## src/rtl/cpu_bus_scheduler.sv

```systemverilog
// rtl/cpu_bus_scheduler.sv - CPU memory port arbiter (IE > IF) with OAM DMA sequencer
//
// Optional feature macro: BUS_STARVE_GUARD_EN (IF starvation guard).
//
// Ports:
//   clk, rst                   clock, synchronous active-high reset
//   if_req/if_addr             IF read request; if_gnt, if_rvalid back
//   ie_req/ie_we/ie_addr/ie_wdata  IE load/store request; ie_gnt, ie_rvalid back
//   rdata                      mem_rdata passed through to both requesters
//   mem_en/mem_we/mem_addr/mem_wdata/mem_rdata  system memory port
//   dma_busy                   OAM DMA in progress, CPU requesters stalled
module cpu_bus_scheduler #(
    parameter logic [15:0] OAM_DMA_ADDR  = 16'h4014,
    parameter logic [15:0] OAM_DATA_ADDR = 16'h2004
`ifdef BUS_STARVE_GUARD_EN
    ,
    parameter int STARVE_LIMIT = 4
`endif
) (
    input  logic        clk,
    input  logic        rst,
    input  logic        if_req,
    input  logic [15:0] if_addr,
    output logic        if_gnt,
    output logic        if_rvalid,
    input  logic        ie_req,
    input  logic        ie_we,
    input  logic [15:0] ie_addr,
    input  logic [7:0]  ie_wdata,
    output logic        ie_gnt,
    output logic        ie_rvalid,
    output logic [7:0]  rdata,
    output logic        mem_en,
    output logic        mem_we,
    output logic [15:0] mem_addr,
    output logic [7:0]  mem_wdata,
    input  logic [7:0]  mem_rdata,
    output logic        dma_busy
);

    typedef enum logic [2:0] {
        S_IDLE,
        S_HALT,
        S_ALIGN,
        S_RD,
        S_WR
    } state_t;

    state_t     state, state_nxt;
    logic [7:0] cnt, cnt_nxt;
    logic [7:0] page, page_nxt;
    logic       parity;
    logic       trig_par, trig_par_nxt;
    logic       if_force;

`ifdef BUS_STARVE_GUARD_EN
    localparam int SW = $clog2(STARVE_LIMIT + 1);
    logic [SW-1:0] starve_cnt;

    // Only IDLE cycles count; the counter holds its value across a DMA.
    always_ff @(posedge clk) begin
        if (rst) begin
            starve_cnt <= '0;
        end else if (state == S_IDLE) begin
            if (!if_req || if_gnt) begin
                starve_cnt <= '0;
            end else if (starve_cnt != SW'(STARVE_LIMIT)) begin
                starve_cnt <= starve_cnt + SW'(1);
            end
        end
    end

    assign if_force = (starve_cnt == SW'(STARVE_LIMIT));
`else
    assign if_force = 1'b0;
`endif

    always_comb begin
        state_nxt    = state;
        cnt_nxt      = cnt;
        page_nxt     = page;
        trig_par_nxt = trig_par;
        if_gnt       = 1'b0;
        ie_gnt       = 1'b0;
        mem_en       = 1'b0;
        mem_we       = 1'b0;
        mem_addr     = 16'h0000;
        mem_wdata    = 8'h00;
        // Everything combinational is held quiet while rst is asserted so
        // an aborted DMA cannot issue another write in the reset cycle.
        if (!rst) begin
            case (state)
                S_IDLE: begin
                    if (ie_req && !(if_force && if_req)) begin
                        ie_gnt = 1'b1;
                        if (ie_we && (ie_addr == OAM_DMA_ADDR)) begin
                            // Trigger store is swallowed; it never reaches memory.
                            page_nxt     = ie_wdata;
                            trig_par_nxt = parity;
                            state_nxt    = S_HALT;
                        end else begin
                            mem_en    = 1'b1;
                            mem_we    = ie_we;
                            mem_addr  = ie_addr;
                            mem_wdata = ie_wdata;
                        end
                    end else if (if_req) begin
                        if_gnt   = 1'b1;
                        mem_en   = 1'b1;
                        mem_addr = if_addr;
                    end
                end
                S_HALT: begin
                    // Odd trigger parity costs one extra alignment cycle.
                    state_nxt = trig_par ? S_ALIGN : S_RD;
                end
                S_ALIGN: begin
                    state_nxt = S_RD;
                end
                S_RD: begin
                    mem_en    = 1'b1;
                    mem_addr  = {page, cnt};
                    state_nxt = S_WR;
                end
                S_WR: begin
                    // Byte read in RD arrives on mem_rdata this cycle.
                    mem_en    = 1'b1;
                    mem_we    = 1'b1;
                    mem_addr  = OAM_DATA_ADDR;
                    mem_wdata = mem_rdata;
                    cnt_nxt   = cnt + 8'd1;
                    state_nxt = (cnt == 8'hFF) ? S_IDLE : S_RD;
                end
                default: begin
                    state_nxt = S_IDLE;
                end
            endcase
        end
    end

    always_ff @(posedge clk) begin
        if (rst) begin
            state     <= S_IDLE;
            cnt       <= 8'h00;
            page      <= 8'h00;
            parity    <= 1'b0;
            trig_par  <= 1'b0;
            if_rvalid <= 1'b0;
            ie_rvalid <= 1'b0;
        end else begin
            state     <= state_nxt;
            cnt       <= cnt_nxt;
            page      <= page_nxt;
            parity    <= ~parity;
            trig_par  <= trig_par_nxt;
            if_rvalid <= if_gnt;
            ie_rvalid <= ie_gnt & ~ie_we;
        end
    end

    assign dma_busy = !rst && (state != S_IDLE);
    assign rdata    = mem_rdata;

endmodule

```

## config.mk

```make
export PLATFORM = sky130hd
export DESIGN_NAME = cpu_bus_scheduler
export DESIGN_NICKNAME = d
export VERILOG_FILES = /design/src/rtl/cpu_bus_scheduler.sv
export SDC_FILE = /design/constraint.sdc
export NUM_CORES = 1
export LEC_CHECK = 0
export BUFFER_PORTS_ARGS = -buffer_cell sky130_fd_sc_hd__buf_2
export CORE_UTILIZATION = 25
export DETAILED_ROUTE_END_ITERATION = 8
export PLACE_DENSITY = 0.56
export SLEW_MARGIN = 20
export SYNTH_ARGS = -nofsm -noshare
export SYNTH_HDL_FRONTEND = slang
export SYNTH_SLANG_ARGS = --single-unit
```

## constraint.sdc

```tcl
create_clock -name clk -period 1.9 [get_ports clk]
set_clock_uncertainty 0.15 [all_clocks]
set_input_delay 0.285 -clock clk [delete_from_list [all_inputs] [get_ports clk]]
set_output_delay 0.285 -clock clk [all_outputs]
set_load 0.03 [all_outputs]
```

==> results_dict.tcl <==
set metrics [dict create \
    drt-initial-drc-count 100 \
    fmax_ghz 0.4300 \
    cpMaxStageDelayCell "or4bb_4" \
    die_area_um2 7120 \
    status "complete, but fails checks" \
    regArea_um2 466.7 \
    synth_flop_cell "dfxtp_1" \
    initial_core_util_pct 26.27 \
    drc 5 \
    p_sw_share_pct 41.37 \
    diodes 0 \
    io_pins 92 \
    clkSlewWorstSetupHoldPaths_ps 90 \
    crit_chain "buf_6 -> or4bb_4 -> nor4_4 -> a31oi_1 -> o31a_1 -> buf_6" \
    portBuffers 91 \
    grt-ovfl-total 0 \
    syn_avg_cell_area_um2 8.157 \
    tightest_slew_ps 320.6 \
    drt-pass1-iter-count 7 \
    cts_made_buffers 3 \
    dp_hpwl_um 4496 \
    yosysMostFrequentCell "nor2_1" \
    vias 2009 \
    clockPowerShare_pct 12.6 \
    grt_pass1_wl_um 9411 \
    wire_per_inst_um 15.33 \
    yosysWarnings 0 \
    wl_um 6130 \
    worst-path-buf-inv 2 \
    arrival_ps 1890 \
    instances_no_fill 400 \
    antenna_found_initial 0 \
    hold_viol_final 0 \
    cp-start-kind "input port" \
    ys_seq_area_share_pct 27.14 \
    clock-sinks 23 \
    dp.cells 385 \
    crit_path_max_fanout 4 \
    slew_headroom_pct 78.47 \
    die_h_um 84.38 \
    fin_area_um2 2977 \
    synth_area_leaders "dfxtp_1, a22o_1, nand2b_1" \
    postSynthNetCount 262 \
    power_density_nw_per_um2 871.6 \
    crit_required_ps 1460 \
    htree_levels 1 \
    cp_top_family "simple AND/OR/NAND/NOR gates" \
    rsz0062_at_grt "true" \
    intPower_uw 1521 \
    path_common_cell "buf_6" \
    r2r_setup_slack_ps 80 \
    ys_types 45 \
    nFillCells 650 \
    report.final.slew_viol_count 0 \
    cts_buffer_depth 2 \
    crit_path_end_kind "primary output" \
    final_core_util_pct 46.09 \
    syn_inst 208 \
    synth.top_cell.area_share_pct 27.14 \
    vias_per_cell 5.023 \
    switchingPower_uw 1073 \
    multi_input_comb_area_um2 1329 \
    setup.worst_path.class "input port to primary output" \
    tritoncts "built" \
    clkLatencyLatePin_ps 280 \
    max_stage_delay_ps 580 \
    combPwrFrac_pct 66.4 \
    fin_crit_sh_pct 122.4 \
    ir_drop_mv 0.3563 \
    synth_seq_cells 23 \
    grt_start_max_net_pins 19 \
    cts_root_buf "clkbuf_8" \
    min_period_ps 2326 \
    synth_commonest_cells "nor2_1, dfxtp_1, a22o_1, nand2b_1, clkbuf_1" \
    seq_power_share_pct 21.0 \
    core_um2 6459 \
    drtAntennaViolNets 0 \
    synth_edf_count 0 \
    whs_ps 121.6 \
    ys_async_sr_fraction_pct 0 \
    gp_congestion 0.8370 \
    yosysTopAreaCell "dfxtp_1" \
    syn_area_um2 1697 \
    fp-row-count 29 \
    max_cap_violations 0 \
    placed_cell_area_um2 2454 \
    grt_pass1_vias 1920 \
    drive_gt1_share_pct 62.23 \
    leakagePower_uw 0.001326 \
    place_ws_ps -492.6 \
    die_w_um 84.38 \
    area_growth_pct 75.44 \
    hold_class "input port to register" \
    finalWorstSetupSlack_ps -425.7 \
    final_nets 378 \
    setup_viol 27 \
    violations "DRC, setup timing" \
    grtUsageTotal_pct 16.70 \
]
==> layer usage <==
layer  wire length [um]  track usage (%)  vias to the layer above
met5                  0                0                        -
met4                 78            4.622                        0
met3                301            2.852                        7
met2               3172            29.43                       69
met1               2578            21.00                      949
li1                   -                -                      984
==> timing repair <==
action	CTS	global route
endpoints found under the setup margin	27	35
pin swaps	23	7
buffers inserted	4	7
gates resized for setup	82	29
hold endpoints to repair	0	0
hold buffers	0	0
==> state kept, by name, indices dropped and copies added, names as in the netlist <==
signal     count
cnt            8
page           8
state          3
ie_rvalid      1
if_rvalid      1
parity         1
trig_par       1
==> cell families after synthesis <==
| group | Yosys count | synth area share, % |
|---|---|---|
| fa+ha+maj | 1 | 0.7373 |
| flops | 23 | 27.14 |
| simple gates | 87 | 29.50 |
| xor+xnor | 8 | 4.130 |
| buf+inv | 27 | 8.703 |
| compound gates | 53 | 24.48 |
| mux | 9 | 5.310 |
==> power groups by stage <==
stage          clock (uW)  combinational [uW]  sequential [uW]
5_1_grt               353                1810              547
3_5_place_dp            0                1200              540
3_3_place_gp            0                1200              539
2_1_floorplan           0                 758              530
4_1_cts               330                1470              539
6_report              327                1720              544
==> per-stage QoR <==
step,TNS (ps),power (uW)
final,-6812,2595
after global routing,-8021,2714
after CTS,-6104,2341
after detailed placement,-8172,1743
after global placement,-7570,1739
after floorplan,-1621,1288
==> worst register-to-register path: cells and delay by family, from the launching register on <==
family,cells,cell delay (ps)
mux,1,220
flops,1,380
buf+inv,2,290
simple gates,3,730
==> cells in the final DEF, fill, tap and decap left out, types with 2 or more instances in the layout <==
master / synthesis / final
nand2_1: 7 / 7
a32oi_1: 3 / 2
clkbuf_8: 0 / 3
and3_4: 1 / 2
nor4_4: 1 / 2
dfxtp_1: 23 / 20
and2_1: 3 / 2
dfxtp_2: 0 / 2
mux2i_1: 9 / 9
buf_6: 0 / 36
and3_1: 3 / 2
nand4_1: 3 / 3
o21ai_0: 3 / 2
or4_4: 1 / 2
a21oi_1: 4 / 2
nor2_1: 29 / 16
a211oi_1: 2 / 2
buf_2: 0 / 59
and2_4: 0 / 2
nor2_4: 0 / 3
buf_8: 0 / 3
nor2_2: 0 / 10
nand3_1: 8 / 7
a22o_1: 19 / 11
buf_4: 8 / 38
xor2_1: 7 / 7
a22o_2: 1 / 9
nand2b_1: 18 / 18
a22oi_2: 0 / 12
==> worst paths after layout <==
kind / from / to / depth (start not counted)
hold / removal: ie_wdata[3] / page[3]$_SDFFE_PP0P_ / 3
hold reg to reg: parity$_SDFF_PP0_ / parity$_SDFF_PP0_ / 1
setup reg to reg: state[0]$_SDFFE_PP0P_ / page[5]$_SDFFE_PP0P_ / 6
setup / recovery: ie_addr[5] / mem_en / 6
==> cell type report <==
| class | instances | share of cell area, % |
|---|---|---|
| Multi-Input combinational cell | 158 | 44.64 |
| Timing Repair Buffer | 136 | 34.64 |
| Sequential cell | 23 | 15.68 |
| Tap cell | 77 | 3.237 |
| Clock buffer | 3 | 1.387 |
| Inverter | 2 | 0.2522 |
| Clock inverter | 1 | 0.1681 |
(Power assumes the default switching activity.)
